`src/rtl/out_drain.sv`:
```
// out_drain: drains results from port B of the output memory after a compute
// run, packs even/odd result pairs into one word and streams them out over
// valid/ready. A small word FIFO plus a read-credit rule absorbs arbitrary
// backpressure without ever losing a memory read.
//
// Optional feature macro: OUT_DRAIN_ROW_LAST_EN
//   defined   -> m_tlast on every ROW_WORDS-th word (one packet per matrix row)
//   undefined -> m_tlast only on the final word of the run
module out_drain #(
    parameter int DATA_WIDTH  = 16,
    parameter int ADDR_WIDTH  = 12,
    parameter int NUM_RESULTS = 4096,
    parameter int ROW_WORDS   = 32
) (
    input  logic                    clk,
    input  logic                    rst,
    input  logic                    start,
    output logic                    busy,
    output logic                    done,
    output logic                    mem_en,
    output logic [ADDR_WIDTH-1:0]   mem_addr,
    input  logic [DATA_WIDTH-1:0]   mem_dout,
    output logic [2*DATA_WIDTH-1:0] m_tdata,
    output logic                    m_tvalid,
    input  logic                    m_tready,
    output logic                    m_tlast
);

    localparam int WORD_WIDTH = 2 * DATA_WIDTH;
    localparam int FIFO_DEPTH = 4;
    localparam logic [ADDR_WIDTH:0]   LAST_RD   = (ADDR_WIDTH+1)'(NUM_RESULTS - 1);
    localparam logic [ADDR_WIDTH-1:0] LAST_WORD = ADDR_WIDTH'(NUM_RESULTS / 2 - 1);

    // Elaboration-time sanity check of the configuration.
    if ((NUM_RESULTS % 2) != 0 || NUM_RESULTS < 2 ||
        NUM_RESULTS > (1 << ADDR_WIDTH) || ROW_WORDS < 1) begin : g_bad_cfg
        $error("out_drain: illegal NUM_RESULTS/ADDR_WIDTH/ROW_WORDS combination");
    end

    typedef enum logic [1:0] {
        S_IDLE,
        S_FETCH,
        S_FLUSH,
        S_FINISH
    } state_t;

    state_t                  state_q, state_d;
    // Read counter is one bit wider than the address so a run of exactly
    // 2^ADDR_WIDTH results still terminates; the address itself wraps freely.
    logic [ADDR_WIDTH:0]     rd_cnt_q, rd_cnt_d;
    logic                    rd_vld_q, rd_vld_d;      // read data arrives this cycle
    logic                    rd_odd_q, rd_odd_d;      // that data is from an odd address
    logic [DATA_WIDTH-1:0]   lo_q, lo_d;              // low half of the word in assembly
    // Words started (first read issued) but not yet popped from the FIFO:
    // FIFO occupancy plus words in assembly, including reads in flight.
    logic [1:0]              outstanding_q, outstanding_d;
    logic [ADDR_WIDTH-1:0]   word_idx_q, word_idx_d;  // index of next word to push
    logic [1:0]              wr_ptr_q, wr_ptr_d;
    logic [1:0]              rd_ptr_q, rd_ptr_d;
    logic [2:0]              count_q, count_d;

    logic [WORD_WIDTH-1:0]   fifo_data_q [FIFO_DEPTH];
    logic                    fifo_last_q [FIFO_DEPTH];

    logic                    issue;
    logic                    credit_ok;
    logic                    push;
    logic                    pop;
    logic                    push_last;
    logic [WORD_WIDTH-1:0]   push_data;

`ifdef OUT_DRAIN_ROW_LAST_EN
    logic [ADDR_WIDTH-1:0]   row_cnt_q, row_cnt_d;    // word position inside the row
    localparam logic [ADDR_WIDTH-1:0] ROW_LAST = ADDR_WIDTH'(ROW_WORDS - 1);
`endif

    // An even-address read opens a new word, so it needs a free credit; an
    // odd-address read completes a word that is already counted.
    assign credit_ok = rd_cnt_q[0] || (outstanding_q <= 2'd1);

    assign push      = rd_vld_q && rd_odd_q;
    assign push_data = {mem_dout, lo_q};
    assign m_tvalid  = (count_q != 3'd0);
    assign pop       = m_tvalid && m_tready;

    assign m_tdata   = m_tvalid ? fifo_data_q[rd_ptr_q] : '0;
    assign m_tlast   = m_tvalid ? fifo_last_q[rd_ptr_q] : 1'b0;

    assign mem_en    = issue;
    assign mem_addr  = rd_cnt_q[ADDR_WIDTH-1:0];
    assign busy      = (state_q == S_FETCH) || (state_q == S_FLUSH);
    assign done      = (state_q == S_FINISH);

`ifdef OUT_DRAIN_ROW_LAST_EN
    assign push_last = (row_cnt_q == ROW_LAST);
`else
    assign push_last = (word_idx_q == LAST_WORD);
`endif

    // Run control: state transitions and read issue under the credit rule.
    always_comb begin
        state_d  = state_q;
        rd_cnt_d = rd_cnt_q;
        issue    = 1'b0;
        case (state_q)
            S_IDLE: begin
                if (start) begin
                    state_d  = S_FETCH;
                    rd_cnt_d = '0;
                end
            end
            S_FETCH: begin
                if (credit_ok) begin
                    issue    = 1'b1;
                    rd_cnt_d = rd_cnt_q + 1'b1;
                    if (rd_cnt_q == LAST_RD) begin
                        state_d = S_FLUSH;
                    end
                end
            end
            S_FLUSH: begin
                if (outstanding_q == 2'd0 && !rd_vld_q) begin
                    state_d = S_FINISH;
                end
            end
            S_FINISH: begin
                state_d = S_IDLE;
            end
            default: begin
                state_d = S_IDLE;
            end
        endcase
    end

    // Datapath bookkeeping: read pipeline, pair packing, credits, FIFO pointers.
    always_comb begin
        rd_vld_d      = issue;
        rd_odd_d      = rd_cnt_q[0];
        lo_d          = (rd_vld_q && !rd_odd_q) ? mem_dout : lo_q;
        outstanding_d = 2'(3'(outstanding_q) + 3'(issue && !rd_cnt_q[0]) - 3'(pop));
        wr_ptr_d      = push ? wr_ptr_q + 2'd1 : wr_ptr_q;
        rd_ptr_d      = pop  ? rd_ptr_q + 2'd1 : rd_ptr_q;
        count_d       = count_q + 3'(push) - 3'(pop);
        word_idx_d    = word_idx_q;
        if (state_q == S_IDLE && start) begin
            word_idx_d = '0;
        end else if (push) begin
            word_idx_d = word_idx_q + 1'b1;
        end
    end

`ifdef OUT_DRAIN_ROW_LAST_EN
    // Row position counter for per-row packet boundaries.
    always_comb begin
        row_cnt_d = row_cnt_q;
        if (state_q == S_IDLE && start) begin
            row_cnt_d = '0;
        end else if (push) begin
            row_cnt_d = (row_cnt_q == ROW_LAST) ? '0 : row_cnt_q + 1'b1;
        end
    end

    // Row counter register.
    always_ff @(posedge clk) begin
        if (rst) begin
            row_cnt_q <= '0;
        end else begin
            row_cnt_q <= row_cnt_d;
        end
    end
`endif

    // Control and datapath registers; reset discards any read still in flight.
    always_ff @(posedge clk) begin
        if (rst) begin
            state_q       <= S_IDLE;
            rd_cnt_q      <= '0;
            rd_vld_q      <= 1'b0;
            rd_odd_q      <= 1'b0;
            lo_q          <= '0;
            outstanding_q <= '0;
            word_idx_q    <= '0;
            wr_ptr_q      <= '0;
            rd_ptr_q      <= '0;
            count_q       <= '0;
        end else begin
            state_q       <= state_d;
            rd_cnt_q      <= rd_cnt_d;
            rd_vld_q      <= rd_vld_d;
            rd_odd_q      <= rd_odd_d;
            lo_q          <= lo_d;
            outstanding_q <= outstanding_d;
            word_idx_q    <= word_idx_d;
            wr_ptr_q      <= wr_ptr_d;
            rd_ptr_q      <= rd_ptr_d;
            count_q       <= count_d;
        end
    end

    // FIFO storage; contents are gated by count_q so no reset is needed.
    always_ff @(posedge clk) begin
        if (push) begin
            fifo_data_q[wr_ptr_q] <= push_data;
            fifo_last_q[wr_ptr_q] <= push_last;
        end
    end

endmodule
```
`config.mk`:
```
export PLATFORM = sky130hd
export DESIGN_NAME = out_drain
export DESIGN_NICKNAME = d
export VERILOG_FILES = /design/src/rtl/out_drain.sv
export SDC_FILE = /design/constraint.sdc
export NUM_CORES = 1
export LEC_CHECK = 0
export ABC_AREA = 1
export BUFFER_PORTS_ARGS = -buffer_cell sky130_fd_sc_hd__buf_2
export CAP_MARGIN = 20
export CELL_PAD_IN_SITES_DETAIL_PLACEMENT = 1
export CELL_PAD_IN_SITES_GLOBAL_PLACEMENT = 2
export CORE_UTILIZATION = 35
export CTS_CLUSTER_DIAMETER = 120
export CTS_CLUSTER_SIZE = 40
export DETAILED_ROUTE_END_ITERATION = 7
export GPL_TIMING_DRIVEN = 0
export PLACE_DENSITY = 0.81
export SYNTH_ARGS = -nofsm -noshare
export SYNTH_HDL_FRONTEND = slang
export SYNTH_SLANG_ARGS = --single-unit
```
`constraint.sdc`:
```
create_clock -name clk -period 2.6 [get_ports clk]
set_input_delay 0 -clock clk [delete_from_list [all_inputs] [get_ports clk]]
set_output_delay 0 -clock clk [all_outputs]
set_load 0.03 [all_outputs]
```
==> results of run 1 <==
-- registers in the layout, summed over array words and instances, names as in the netlist, named ones only --
signal	cells
fifo_last_q	4
fifo_data_q	128
state_q	2
lo_q	16
rd_odd_q	1
word_idx_q	12
wr_ptr_q	2
outstanding_q	2
rd_cnt_q	13
count_q	3
rd_ptr_q	2
rd_vld_q	1
-- through the flow --
step                      util, %  total power [mW]  area, um^2
final                        42.7              8.98        9330
after global routing         42.7              9.50        9330
after CTS                    42.7              9.12        9330
after detailed placement     39.3              6.61        8580
after global placement       38.7              6.56        8450
after floorplan                 -              5.61        7770
-- worst max-delay path: stages, from the launching register on --
cell and delay (ns):
dfxtp_1 0.38, inv_2 0.09, buf_2 0.26, clkbuf_1 0.50, o21ai_1 0.15, a21oi_1 0.26
buf_2 0.25
-- worst min path at each step --
stage,slack [ns],endpoint,start,cells past startpoint
after floorplan,0.1,fifo_data_q[0][16]$_DFFE_PP_,mem_dout[0],0
after global placement,0.25,fifo_data_q[2][19]$_DFFE_PP_,mem_dout[3],1
after detailed placement,0.25,fifo_data_q[2][19]$_DFFE_PP_,mem_dout[3],1
after CTS,0.34,fifo_data_q[3][28]$_DFFE_PP_,mem_dout[12],2
after global routing,0.35,fifo_data_q[2][19]$_DFFE_PP_,mem_dout[3],2
final,0.35,fifo_data_q[2][19]$_DFFE_PP_,mem_dout[3],2
-- cells in the final DEF (no fill, tap or decap), types with 4 or more instances in the layout --
master and n:
xor2_1 5, nor2_1 201, dlygate4sd3_1 19, nand3_1 16, buf_4 14, edfxtp_1 132
clkbuf_1 18, ha_1 12, a21oi_1 57, nand2_1 59, inv_2 5, o21ai_0 68
buf_2 77, nor3_1 4, inv_8 5, dfxtp_1 56, clkbuf_16 17, inv_1 50
o21ai_1 25, nor2_4 7
-- final cells by class --
class / count / area (um^2)
Buffer: 42 / 223
Clock buffer: 18 / 429
Clock inverter: 14 / 128
Fill cell: 2479 / 12500
Inverter: 55 / 206
Multi-Input combinational cell: 474 / 2280
Sequential cell: 188 / 5080
Tap cell: 280 / 350
Timing Repair Buffer: 90 / 621
-- logic make-up after synthesis --
kind of cell | synth area share, %
flops | 65.5
simple gates | 15.9
buf+inv | 5.53
xor+xnor | 0.564
fa+ha+maj | 2.19
compound gates | 10.4
-- power by group --
group / internal (mW) / switching [mW]
logic: 0.792 / 2.15
clock network: 1.26 / 1.21
registers: 3.40 / 0.167
-- routing by layer --
metal  part of all wire, %  global-route usage [%]  up-vias
li1                      -                       -     2758
met1                    46                    22.7     2727
met2                    50                    31.5       84
met3                   3.0                    2.92       17
met4                   1.3                    5.65        0
met5                     0                       0        -
==> flow_summary.ini, run 1 <==
[status]
status = completed

[worst_setup_path]
reg2reg_depth = 9
required_ns = 2.60
cp.arrival_ns = 2.33
path_max_fanout = 10
cp-start-kind = register
crit_path_end_kind = output port
criticalPathCategory = register to output port
crit_end = m_tdata[7]
ff2ff_setup_slack_ns = 0.49
rr_endpoint = count_q[2]$_SDFF_PP0_
r2r_start = count_q[1]$_SDFF_PP0_

[synthesis]
synth.distinct_cells = 31
synthDominantCellAreaShare_pct = 51.0
synth_seq_cells = 188
synth-edff-count = 132
avgSynthCellArea_um2 = 10.2
synth.area.top_cells = edfxtp_1 51%, dfxtp_1 14%, nor2_1 9.9%
syn_inst = 759
synth_area_leader_cell = edfxtp_1
ys_seq_area_share_pct = 65.5
ys_warn_count = 0
async_flop_share_pct = 0
synth_area_um2 = 7770
synth_fp_nets = 792
ys.flop_type = edfxtp_1
synthTopCellsByCount = 205 x nor2_1, 132 x edfxtp_1, 68 x o21ai_0
yosysMostFrequentCell = nor2_1

[clocking]
worstSkewPairLatency_ns = 0.43
cts-resized-gates = 0
clock-sinks = 188
cts_buffer_depth = 2
cts_tree = done
post_cts_buffers = 0
cts_buffers = 17
path_clk_slew_ns = 0.08
cts_hold_buf = 19
cts-root-buf = clkbuf_16
htree_levels = 4

[die]
rows = 54
dieArea_um2 = 22800
fp.coreArea_um2 = 21800
die_h_um = 151
fp.dieW_um = 151
initial_core_util_pct = 35.6
ios = 69

[sta]
slew_headroom_pct = 53.1
rsz0062_at_grt = no
maxSlewViolCount = 0
period_needed_ns = 2.33
fmax_mhz = 430
final_hold_viol_count = 0
tns_ns = 0
setup_viol = 0
hold_ws_ns = 0.351
fin_ws_ns = 0.275
fin_crit_sh_pct = 89.4
fin_skew_ns = 0.0102
worst_slew_pin_slew_ns = 0.703

[layout]
synthToLayoutAreaGrowth_pct = 20.1
layoutNonFillerInstCount = 1161
antenna_cells = 0
drive_above_1_share_pct = 17.0
nets = 901

[route]
wl_per_cell_um = 16.4
drt_wl_total_um = 19100
postRouteAntennaNets = 0
drc_errors = 0
via_per_inst = 4.81
vias = 5586
dr.pass1.iters = 5
drt_iter0_markers = 270

[place]
port_buffers = 67
pre_cts_ws_ns = 0.454
dp.cells = 1110
place_congestion = 0.724
dpl.hpwl_um = 12900

[global_routing]
overflow = 0
antenna_found_initial = 0
grt_start_max_net_pins = 27
grt_pass1_vias = 5772
grt_pass1_wl_um = 30700
grt_usage_pct = 18.0

[power_and_ir_drop]
p_leak_nw = 3.52
cellPowerDensity_nw_per_um2 = 963
ir_worst_vdd_mv = 0.566

[run]
max-cap-violations = 0

[min_path]
hold_path_class = primary input to register
No activity file was read; power rests on OpenSTA's default activity.
==> run 2, diff against run 1 <==
CAP_MARGIN = 10   (was 20)
CORE_ASPECT_RATIO = 1.5   (was default)
RECOVER_POWER = 50   (was default)
==> flow_summary.ini, run 2 (synthesized netlist as in run 1, its figures left out) <==
[worst_setup_path]
path_depth = 4
cp-start-kind = register
crit_chain = nand2_1, clkbuf_1, nor2_1, buf_12
critical-path-top-delay-family = simple AND/OR/NAND/NOR gates
critical_path.slowest_cell = nor2_1
max_stage_delay_ns = 0.88
reg2reg_depth = 4
r2r_start = rd_vld_q$_SDFF_PP0_
crit_path_end_kind = register
cp.arrival_ns = 2.45
startpoint = rd_vld_q$_SDFF_PP0_
required_ns = 2.73
criticalPathCategory = register to register
path_max_fanout = 25
cp.buffers_inverters = 2

[route]
postRouteAntennaNets = 0
vias = 5593
wl_per_cell_um = 16.6
drc_errors = 0
via_per_inst = 4.85
dr.pass1.iters = 4
drt_iter0_markers = 306
drt_wl_total_um = 19200

[status]
status = completed

[clocking]
worstSkewPairLatency_ns = 0.44
clock-sinks = 188
cts_buffers = 17
path_clk_slew_ns = 0.07
cts-resized-gates = 0
cts-root-buf = clkbuf_16
htree_levels = 4
cts_buffer_depth = 2
cts_tree = done
post_cts_buffers = 0

[layout]
final_common_cell = nor2_1
largest_reg_flops = 128
synthToLayoutAreaGrowth_pct = 19.3
reg_top3 = fifo_data_q x128, lo_q x16, rd_cnt_q x13
utilization_pct = 42.7
layoutNonFillerInstCount = 1153
largest_register = fifo_data_q
layout_common_cells = 204 x nor2_1, 132 x edfxtp_1, 70 x o21ai_0, 60 x nand2_1, 58 x a21oi_1
antenna_cells = 0
drive_above_1_share_pct = 12.4
nets = 901
fillers = 2467

[die]
die_h_um = 184
dieArea_um2 = 22800
fp.coreArea_um2 = 21700
fp.dieW_um = 124
rows = 66
initial_core_util_pct = 35.8
ios = 69

[place]
dp.cells = 1102
dpl.hpwl_um = 13200
place_congestion = 0.715
port_buffers = 67
pre_cts_ws_ns = 0.414

[power_and_ir_drop]
power_mw = 9.09
p_leak_nw = 3.43
ir_worst_vdd_mv = 0.478
cellPowerDensity_nw_per_um2 = 981

[sta]
period_needed_ns = 2.33
rsz0062_at_grt = no
worst_slew_pin_slew_ns = 1.05
maxSlewViolCount = 0
fin_ws_ns = 0.274
fin_crit_sh_pct = 89.5
fmax_mhz = 430
hold_ws_ns = 0.392
slew_headroom_pct = 30.0
final_hold_viol_count = 0
fin_skew_ns = 0.0111
setup_viol = 0

[global_routing]
overflow = 0
antenna_found_initial = 0
grt_usage_pct = 18.2
grt_start_max_net_pins = 26
grt_pass1_wl_um = 30500
grt_pass1_vias = 5896

[run]
max-cap-violations = 0

[min_path]
hold_path_class = primary input to register
hold_path_depth = 3
hp-start = rst
==> run 2: cell types whose count changed in the layout (fill, tap and decap cells not counted), sizes merged <==
cell and delta:
clkinvlp -1, buf -31, inv -7, clkbuf +32
clkinv +4, bufinv +3
==> run 2: report_power, final <==
part           switching (mW)  internal (mW)  leakage (nW)
Combinational            2.14          0.775          1.49
Clock                    1.10           1.50         0.282
Sequential              0.172           3.40          1.65
Total                    3.41           5.68          3.43
==> run 2: metrics by stage <==
| step | setup TNS [ns] | instance area, um^2 |
|---|---|---|
| floorplan | 0 | 7770 |
| global placement | -142.87 | 8440 |
| detailed placement | 0 | 8560 |
| CTS | 0 | 9330 |
| global route | 0 | 9270 |
| finish | 0 | 9270 |
==> run 2: layer usage <==
| layer | global-route usage (%) | up-vias | routed length [um] |
|---|---|---|---|
| met5 | 0 | - | 0 |
| met4 | 6.36 | 0 | 318 |
| met3 | 3.40 | 19 | 476 |
| met2 | 34.9 | 78 | 10800 |
| met1 | 19.1 | 2751 | 7610 |
| li1 | - | 2745 | - |
==> run 2: final timing paths <==
kind / to / slack [ns]
worst min-delay path: outstanding_q[0]$_SDFF_PP0_ / 0.39
worst max-delay path: fifo_data_q[3][20]$_DFFE_PP_ / 0.27
worst max register to register: fifo_data_q[3][20]$_DFFE_PP_ / 0.27
worst min register to register: rd_cnt_q[9]$_SDFFE_PP0P_ / 0.46
==> run 2: worst min-delay path, stage by stage <==
cell and delay, ns:
dlygate4sd3_1 0.51, buf_2 0.21, nor2_1 0.07
==> run 2: timing repair <==
action                                 in CTS  in global routing
setup endpoints to repair                   0                  0
endpoints found under the hold margin      91                  0
hold buffers                               19                  0
==> run 2: final cells by class <==
type                            count  area, um^2  area share [%]
Multi-Input combinational cell    474        2260            24.4
Tap cell                          272         340            3.67
Sequential cell                   188        5080            54.9
Clock inverter                     13         150            1.62
Clock buffer                       19         433            4.67
Timing Repair Buffer               90         574            6.20
Buffer                             42         223            2.40
Inverter                           55         206            2.23
